## src/rtl/mc_pkg.sv

```systemverilog
// Shared definitions for the multi-cycle control unit: state codes, opcode and
// funct values, ALU operation codes, datapath select encodings and the
// control-word layout.
package mc_pkg;

  typedef enum logic [3:0] {
    S_IDLE   = 4'd0,
    S_FETCH  = 4'd1,
    S_DECODE = 4'd2,
    S_MEMADR = 4'd3,
    S_MEMRD  = 4'd4,
    S_MEMWB  = 4'd5,
    S_MEMWR  = 4'd6,
    S_EXEC   = 4'd7,
    S_ALUWB  = 4'd8,
    S_BRANCH = 4'd9,
    S_ADDIEX = 4'd10,
    S_ADDIWB = 4'd11,
    S_JUMP   = 4'd12
  } state_t;

  localparam logic [5:0] OP_RTYPE = 6'b000000;
  localparam logic [5:0] OP_LW    = 6'b100011;
  localparam logic [5:0] OP_SW    = 6'b101011;
  localparam logic [5:0] OP_BEQ   = 6'b000100;
  localparam logic [5:0] OP_ADDI  = 6'b001000;
  localparam logic [5:0] OP_J     = 6'b000010;

  localparam logic [5:0] FN_ADD = 6'b100000;
  localparam logic [5:0] FN_SUB = 6'b100010;
  localparam logic [5:0] FN_AND = 6'b100100;
  localparam logic [5:0] FN_OR  = 6'b100101;

  localparam logic [3:0] ALU_ADD = 4'b0000;
  localparam logic [3:0] ALU_SUB = 4'b0010;
  localparam logic [3:0] ALU_AND = 4'b0100;
  localparam logic [3:0] ALU_OR  = 4'b0101;

  localparam logic [1:0] SRCB_REGB  = 2'b00;
  localparam logic [1:0] SRCB_FOUR  = 2'b01;
  localparam logic [1:0] SRCB_IMM   = 2'b10;
  localparam logic [1:0] SRCB_IMMSH = 2'b11;

  localparam logic [1:0] PCSRC_ALU    = 2'b00;
  localparam logic [1:0] PCSRC_ALUOUT = 2'b01;
  localparam logic [1:0] PCSRC_JUMP   = 2'b10;

  // Registered control word; pc_write and branch only feed the pc_en equation.
  typedef struct packed {
    logic       i_or_d;
    logic       mem_write;
    logic       ir_write;
    logic       reg_dst;
    logic       mem_to_reg;
    logic       reg_write;
    logic       alu_src_a;
    logic [1:0] alu_src_b;
    logic [3:0] alu_op;
    logic [1:0] pc_src;
    logic       pc_write;
    logic       branch;
  } ctrl_t;

endpackage

```

## src/rtl/mc_alu_decoder.sv

```systemverilog
// Combinational funct decoder: maps an R-type funct field to the ALU operation
// and flags whether the funct is one the datapath supports.
module mc_alu_decoder
  import mc_pkg::*;
#(
  parameter int OPW    = 6,
  parameter int ALUOPW = 4
) (
  input  logic [OPW-1:0]    funct,
  output logic [ALUOPW-1:0] alu_op,
  output logic              legal
);

  // Unsupported funct values fall back to ADD and clear legal.
  always_comb begin
    alu_op = ALU_ADD;
    legal  = 1'b1;
    case (funct)
      FN_ADD:  alu_op = ALU_ADD;
      FN_SUB:  alu_op = ALU_SUB;
      FN_AND:  alu_op = ALU_AND;
      FN_OR:   alu_op = ALU_OR;
      default: legal  = 1'b0;
    endcase
  end

endmodule

```

## src/rtl/mc_control_unit.sv

```systemverilog
// Multi-cycle processor control FSM. Sequences fetch, decode, execute, memory
// and writeback states and drives the datapath selects and write enables from
// the state register. Also counts retired instructions.
module mc_control_unit
  import mc_pkg::*;
#(
  parameter int OPW    = 6,
  parameter int ALUOPW = 4,
  parameter int CNT_W  = 16
) (
  input  logic              clk,
  input  logic              rst_n,
  input  logic [OPW-1:0]    opcode,
  input  logic [OPW-1:0]    funct,
  input  logic              zero,
  output logic              i_or_d,
  output logic              mem_write,
  output logic              ir_write,
  output logic              reg_dst,
  output logic              mem_to_reg,
  output logic              reg_write,
  output logic              alu_src_a,
  output logic [1:0]        alu_src_b,
  output logic [ALUOPW-1:0] alu_op,
  output logic [1:0]        pc_src,
  output logic              pc_en,
  output logic              illegal,
  output logic [3:0]        state,
  output logic [CNT_W-1:0]  retired
);

  state_t            state_q, state_d;
  ctrl_t             ctrl_q;
  logic [ALUOPW-1:0] fn_alu_op;
  logic              fn_legal;
  logic              op_legal;

  mc_alu_decoder #(.OPW(OPW), .ALUOPW(ALUOPW)) u_alu_dec (
    .funct  (funct),
    .alu_op (fn_alu_op),
    .legal  (fn_legal)
  );

  // Control word for a given state; EXEC takes its ALU op from the funct decoder.
  function automatic ctrl_t decode_ctrl(state_t s, logic [3:0] exec_op);
    ctrl_t c;
    c = '0;
    case (s)
      S_FETCH: begin
        c.ir_write  = 1'b1;
        c.alu_src_b = SRCB_FOUR;
        c.alu_op    = ALU_ADD;
        c.pc_src    = PCSRC_ALU;
        c.pc_write  = 1'b1;
      end
      S_DECODE: c.alu_src_b = SRCB_IMMSH;
      S_MEMADR: begin
        c.alu_src_a = 1'b1;
        c.alu_src_b = SRCB_IMM;
      end
      S_MEMRD:  c.i_or_d = 1'b1;
      S_MEMWB: begin
        c.mem_to_reg = 1'b1;
        c.reg_write  = 1'b1;
      end
      S_MEMWR: begin
        c.i_or_d    = 1'b1;
        c.mem_write = 1'b1;
      end
      S_EXEC: begin
        c.alu_src_a = 1'b1;
        c.alu_src_b = SRCB_REGB;
        c.alu_op    = exec_op;
      end
      S_ALUWB: begin
        c.reg_dst   = 1'b1;
        c.reg_write = 1'b1;
      end
      S_BRANCH: begin
        c.alu_src_a = 1'b1;
        c.alu_src_b = SRCB_REGB;
        c.alu_op    = ALU_SUB;
        c.pc_src    = PCSRC_ALUOUT;
        c.branch    = 1'b1;
      end
      S_ADDIEX: begin
        c.alu_src_a = 1'b1;
        c.alu_src_b = SRCB_IMM;
      end
      S_ADDIWB: c.reg_write = 1'b1;
      S_JUMP: begin
        c.pc_src   = PCSRC_JUMP;
        c.pc_write = 1'b1;
      end
      default: c = '0;
    endcase
    return c;
  endfunction

  // Opcodes the FSM knows how to sequence.
  always_comb begin
    case (opcode)
      OP_RTYPE, OP_LW, OP_SW, OP_BEQ, OP_ADDI, OP_J: op_legal = 1'b1;
      default:                                        op_legal = 1'b0;
    endcase
  end

  // Next-state selection; illegal opcodes/functs abandon the instruction.
  always_comb begin
    state_d = S_IDLE;
    case (state_q)
      S_IDLE:   state_d = S_FETCH;
      S_FETCH:  state_d = S_DECODE;
      S_DECODE: begin
        case (opcode)
          OP_LW, OP_SW: state_d = S_MEMADR;
          OP_RTYPE:     state_d = S_EXEC;
          OP_BEQ:       state_d = S_BRANCH;
          OP_ADDI:      state_d = S_ADDIEX;
          OP_J:         state_d = S_JUMP;
          default:      state_d = S_FETCH;
        endcase
      end
      S_MEMADR: state_d = (opcode == OP_LW) ? S_MEMRD : S_MEMWR;
      S_MEMRD:  state_d = S_MEMWB;
      S_EXEC:   state_d = fn_legal ? S_ALUWB : S_FETCH;
      S_ADDIEX: state_d = S_ADDIWB;
      S_MEMWB, S_MEMWR, S_ALUWB, S_BRANCH, S_ADDIWB, S_JUMP:
                state_d = S_FETCH;
      default:  state_d = S_IDLE;
    endcase
  end

  // State, registered control word and retired-instruction counter.
  always_ff @(posedge clk or negedge rst_n) begin
    if (!rst_n) begin
      state_q <= S_IDLE;
      ctrl_q  <= '0;
      retired <= '0;
    end else begin
      state_q <= state_d;
      ctrl_q  <= decode_ctrl(state_d, 4'(fn_alu_op));
      if (state_q inside {S_MEMWB, S_MEMWR, S_ALUWB, S_BRANCH, S_ADDIWB, S_JUMP})
        retired <= retired + 1'b1;
    end
  end

  assign i_or_d     = ctrl_q.i_or_d;
  assign mem_write  = ctrl_q.mem_write;
  assign ir_write   = ctrl_q.ir_write;
  assign reg_dst    = ctrl_q.reg_dst;
  assign mem_to_reg = ctrl_q.mem_to_reg;
  assign reg_write  = ctrl_q.reg_write;
  assign alu_src_a  = ctrl_q.alu_src_a;
  assign alu_src_b  = ctrl_q.alu_src_b;
  assign alu_op     = ALUOPW'(ctrl_q.alu_op);
  assign pc_src     = ctrl_q.pc_src;
  assign state      = state_q;
  assign pc_en      = ctrl_q.pc_write | (ctrl_q.branch & zero);
  assign illegal    = ((state_q == S_DECODE) && !op_legal) ||
                      ((state_q == S_EXEC) && !fn_legal);

endmodule
```

## config.mk

```make
export PLATFORM = sky130hd
export DESIGN_NAME = mc_control_unit
export DESIGN_NICKNAME = d
export VERILOG_FILES = /design/src/rtl/mc_pkg.sv /design/src/rtl/mc_alu_decoder.sv /design/src/rtl/mc_control_unit.sv
export SDC_FILE = /design/constraint.sdc
export NUM_CORES = 1
export LEC_CHECK = 0
export BUFFER_PORTS_ARGS = -buffer_cell sky130_fd_sc_hd__buf_2
export CORE_MARGIN = 3
export CORE_UTILIZATION = 51
export CTS_BUF_LIST = sky130_fd_sc_hd__clkbuf_4 sky130_fd_sc_hd__clkbuf_8 sky130_fd_sc_hd__clkbuf_16
export CTS_CLUSTER_DIAMETER = 50
export DETAILED_ROUTE_END_ITERATION = 10
export MAX_ROUTING_LAYER = met4
export PLACE_DENSITY = 0.78
export SLEW_MARGIN = 10
export SYNTH_ARGS = -nofsm -noshare
export SYNTH_HDL_FRONTEND = slang
export SYNTH_HIERARCHICAL = 1
export SYNTH_SLANG_ARGS = --single-unit
```

## constraint.sdc

```tcl
create_clock -name clk -period 2.41 [get_ports clk]
set_clock_uncertainty 0.15 [all_clocks]
set_input_delay 0.1205 -clock clk [delete_from_list [all_inputs] [get_ports clk]]
set_output_delay 0.1205 -clock clk [all_outputs]
set_load 0.01 [all_outputs]
```

=== Word-level counts from Yosys, hierarchy flattened ===
Cells that the tools add are included.

* Register bits: 37
* Input bits: 15

* Add/sub/neg operators: 1
* Equality and inequality tests: 33
* Mux-type cells: 19
* Bitwise logic cells: 2
* Reduce and logical (&&, ||, !) cells: 17

{| class="wikitable"
|+ Operators with widths
! kind !! count
|-
| == test 4 bit, second input constant || 10
|-
| == test 6 bit, second input constant || 6
|-
| == test 4 x 3 -> 1 bit, second input constant || 8
|-
| one-hot mux 4 bit (7 select lines) || 1
|-
| one-hot mux 4 bit (5 select lines) || 1
|-
| adder 16 x 1 -> 16 bit, second input constant || 1
|-
| == test 4 x 2 -> 1 bit, second input constant || 4
|-
| two-way mux 1 bit || 11
|-
| one-hot mux 3 bit (3 select lines) || 1
|-
| == test 4 x 1 -> 1 bit, second input constant || 2
|-
| one-hot mux 4 bit (2 select lines) || 1
|-
| OR reduction 2 bit || 4
|-
| OR reduction 4 bit || 2
|-
| OR reduction 7 bit || 1
|-
| == test 6 x 2 -> 1 bit, second input constant || 1
|-
| == test 6 x 3 -> 1 bit, second input constant || 1
|-
| == test 6 x 4 -> 1 bit, second input constant || 1
|-
| logical NOT 6 bit || 1
|-
| one-hot mux 2 bit (3 select lines) || 1
|-
| nonzero test 6 bit || 1
|-
| OR reduction 6 bit || 1
|-
| logical NOT 4 bit || 1
|-
| two-way mux 4 bit || 1
|-
| one-hot mux 2 bit (2 select lines) || 1
|-
| other kinds (7) || 9
|}

=== Longest topological paths before layout ===
* Depth after elaboration: 8
* Gate-level depth with buffers: 7
* Mapped depth without buffers: 7

=== Hierarchy ===
The synthesis kept the hierarchy.

{| class="wikitable"
|+ By module, submodules not included
! module !! times used !! cells an instance !! area an instance (um2) !! seq. area each (um2)
|-
| mc_control_unit || 1 || 163 || 1,761.7 || 900.9
|-
| mc_alu_decoder || 1 || 11 || 71.3 || 0.0
|}

=== Worst setup path before layout ===
No wires, ideal clock.

* Path kind: input to register
* Start point: in funct[3]
* End point: reg ctrl_q, in the netlist alu_op[0]
* Setup time: 0.119 ns
* Data arrival time: 1.723 ns
* Required time: 2.141 ns
* Setup slack: 0.418 ns
* Stages on the path: 7
* Path through: or3b_4 > a21oi_1 > nor2_1 > or4_4 > buf_6 > and3_4 > and2_1

* Cells in the longest elaborated chain, start to end: 7

{| class="wikitable"
|+ RTL lines
! what !! line !! source
|-
| start: declaration || mc_control_unit.sv:14 || <nowiki>input logic [OPW-1:0] funct,</nowiki>
|-
| == test 6 bit || mc_alu_decoder.sv:18 || <nowiki>case (funct)</nowiki>
|-
| OR reduction 4 bit (no source line) (*) || -- ||
|-
| two-way mux 1 bit (*) || mc_alu_decoder.sv:18 ||
|-
| net fn_legal || mc_control_unit.sv:35 || <nowiki>logic fn_legal;</nowiki>
|-
| two-way mux 4 bit (*) || mc_control_unit.sv:126 || <nowiki>S_EXEC: state_d = fn_legal ? S_ALUWB : S_FETCH;</nowiki>
|-
| one-hot mux 4 bit (7 select lines) (*) || mc_control_unit.sv:111 || <nowiki>case (state_q)</nowiki>
|-
| net state_d[0] || mc_control_unit.sv:32 || <nowiki>state_t state_q, state_d;</nowiki>
|-
| == test 4 bit / == test 4 x 3 -> 1 bit (equally long branches) || mc_control_unit.sv:48 || <nowiki>case (s)</nowiki>
|-
| one-hot mux 4 bit (2 select lines) (*) || mc_control_unit.sv:48 ||
|-
| end signal: assignment || mc_control_unit.sv:142 || <nowiki>ctrl_q <= decode_ctrl(state_d, 4'(fn_alu_op));</nowiki>
|-
| end: declaration || mc_control_unit.sv:33 || <nowiki>ctrl_t ctrl_q;</nowiki>
|}

Mark *: on every way through the listed nets, which the timed path passes. The rest lies on a longest branch.
A chain may end at the register's enable or synchronous reset.

=== Worst setup path in the final report ===
* Start point: in funct[0]
* End point: reg ctrl_q, in the netlist alu_op[2]

* Cells in the longest elaborated chain, start to end: 7

{| class="wikitable"
|+ RTL lines
! what !! line
|-
| == test 6 bit || mc_alu_decoder.sv:18
|-
| OR reduction 4 bit (no source line) (*) || --
|-
| two-way mux 1 bit (*) || mc_alu_decoder.sv:18
|-
| net fn_legal || mc_control_unit.sv:35
|-
| two-way mux 4 bit (*) || mc_control_unit.sv:126
|-
| one-hot mux 4 bit (7 select lines) (*) || mc_control_unit.sv:111
|-
| == test 4 bit / == test 4 x 3 -> 1 bit (equally long branches) || mc_control_unit.sv:48
|-
| one-hot mux 4 bit (2 select lines) (*) || mc_control_unit.sv:48
|}

Marks and branches as above.

==> flow_summary.toml <==
[run_status]
status = "finished clean"

[critical_path]
cp_cell_sequence = "dlygate4sd3_1 -> buf_2 -> or2_2 -> a21oi_1 -> nor2_1 -> or4_4 -> and3_4 -> and2_1"
cp_max_fo = 7
crit_path_end_kind = "flip-flop"
worstSetupPathType = "input port to flip-flop"
cp_slowest_cell = "or4_4"
worstRegToRegCells = 5
worstPathArrival_ns = 2.33
start_kind = "input port"
cpPeakStageDelay_ns = 0.54
required_ns = 2.50

[global_routing]
grt_pass1_wl_um = 5651
grt_max_degree = 37
antenna_found_initial = 0
grt_pass1_vias = 1223
overflow = 0
track_usage_pct = 17.59

[placement]
hpwl_um = 2465
gp_congestion = 0.8434
place_inst = 257
numPortBuffers = 51
placedInstanceArea_mm2 = 0.002049
preCtsSetupSlack_ns = 0.2520

[sta]
setup_viol_count_final = 0
setup_ws_ns = 0.1673
maxSlewHeadroom_pct = 48.97
fin_setup_tns_ns = 0
min_period_ns = 2.243
maxSlewViolCount = 0
min_period_over_period_pct = 93.06
rsz0062_at_grt = "no"
whs_ns = 0.02799
tightest_slew_ns = 0.7655
hold_viol_final = 0
fmax_mhz = 445.9

[yosys]
synth.largest_area_cell = "dfrtp_1"
synth_top_family_by_area = "simple AND/OR/NAND/NOR gates"
synth_edf_count = 0
yosysTopAreaCellShare_pct = 49.15
synth_ff_type = "dfrtp_1"
syn_area_mm2 = 0.001833
syn_area_per_cell_um2 = 10.53
ys_warn_count = 6
yosysSeqAreaShare_pct = 49.15
synth_xor_area_share_pct = 8.601
synth_common_cells = "dfrtp_1, nand2_1, xnor2_1"
synthMuxAreaShare_pct = 0.6143
async_flop_share_pct = 100.0
synth_compound_area_share_pct = 10.51
yosysUniqueCellTypes = 49
syn-instance-count = 174
synth_area_leaders = "dfrtp_1, xnor2_1, buf_4, nand2_1, and2_1"
syn_nets = 190
synth_most_common_cell = "dfrtp_1"
ys_seq_elements = 36
yosys.area_share.simple_pct = 22.94
synthAdderAreaFrac_pct = 0.6826

[clocking]
cts_tree = "built"
postCtsSetupRepairBufs = 0
clkTransAtPathRegs_ns = 0.10
insertion_delay_ns = 0.34
cts_root_buf = "clkbuf_4"
cts_resized = 0
cts_num_sinks = 36
htree_levels = 2
cts_buffers = 5
clock_path_buffers = 2

[layout]
drive_above_1_share_pct = 32.74
largest_register = "retired"
finalNetCount = 238
nFillCells = 275
fin_cells = 269
design_area_mm2 = 0.002185
n_antenna_cell = 0
final_core_util_pct = 64.45
largest_reg_flops = 16
syn_to_final_growth_pct = 19.18

[min_path]
holdPathStages = 4
hp-class = "input port to flip-flop"

[routing]
first_pass_iters = 4
wirelength_um = 3334
final_antenna_net_count = 0
post_drt_wl_per_cell_um = 12.39
vias = 1368
drc = 0
drtIter0Drc = 36
vias_per_cell = 5.086

[floorplan]
die_h_um = 65.95
fp.dieArea_mm2 = 0.004349
core_area_mm2 = 0.003390
num_rows = 21
pin_count = 52
start_util_pct = 54.08
dieWidth_um = 65.95

[pwr]
ir_drop_mv = 0.4492
p_per_area_mw_per_mm2 = 958.9
p_total_mw = 2.095
p_leak_nw = 1.134

[job]
max-cap-violations = 0
where the power goes:
group,switching [mW],internal (mW),total [mW]
registers,0.135,0.731,0.865
logic,0.418,0.338,0.756
clock network,0.198,0.275,0.473
critical path: cells and delay by family:
family | cells | cell delay, ns
buffers and inverters | 2 | 0.65
AO/OA/AOI/OAI | 1 | 0.29
AND/OR/NAND/NOR | 5 | 1.27
cell families after synthesis:
kind of cell,count (synthesis)
buffers and inverters,23
AO/OA/AOI/OAI,26
XOR/XNOR,18
adder cells (fa/ha/maj),1
other,1
flip-flops,36
multiplexers,1
AND/OR/NAND/NOR,68
what timing repair did:
item,CTS,global route
endpoints found under the setup margin,0,0
endpoints found under the hold margin,38,0
hold buffers,4,0
worst paths after layout:
check	start	end	slack (ns)
min in group asynchronous	rst_n	reg_write$_DFF_PN0_	0.23
hold reg to reg	retired[15]$_DFFE_PN0P_	retired[15]$_DFFE_PN0P_	0.33
setup / recovery	funct[0]	alu_op[2]$_DFF_PN0_	0.17
max in group asynchronous	rst_n	retired[15]$_DFFE_PN0P_	1.40
hold / removal	funct[2]	alu_op[2]$_DFF_PN0_	0.03
setup reg to reg	state[0]$_DFF_PN0_	alu_op[1]$_DFF_PN0_	0.31
layer usage:
layer	GRT usage, %	wire length (µm)	up-vias
met1	24.34	1554	629
met3	4.082	208	6
met5	-	0	-
met4	7.614	72	0
li1	-	-	687
met2	24.78	1499	46
cell type report:
class | count | area [µm²] | area share (%)
Sequential cell | 36 | 900.9 | 41.24
Multi-Input combinational cell | 115 | 798.3 | 36.54
Timing Repair Buffer | 56 | 302.8 | 13.86
Clock buffer | 7 | 65.06 | 2.978
Tap cell | 46 | 57.56 | 2.635
Clock inverter | 1 | 30.03 | 1.375
Inverter | 8 | 30.03 | 1.375
cells in the final DEF (no fill, tap or decap), drive strengths merged, types with 2 or more instances in the layout:
cell type and instances:
buf 52, dfrtp 36, nand2 14, xnor2 14
nor3 9, inv 8, nor2 7, nand3 7
clkbuf 7, and2 6, a21oi 5, and3 5
xor2 4, nor2b 4, dlygate4sd3 4, o21ai 3
a21o 3, nand2b 3, a211oi 3, a22oi 2
o211a 2, and4 2, nand4 2, or3b 2
No activity file was read; power rests on OpenSTA's default activity.
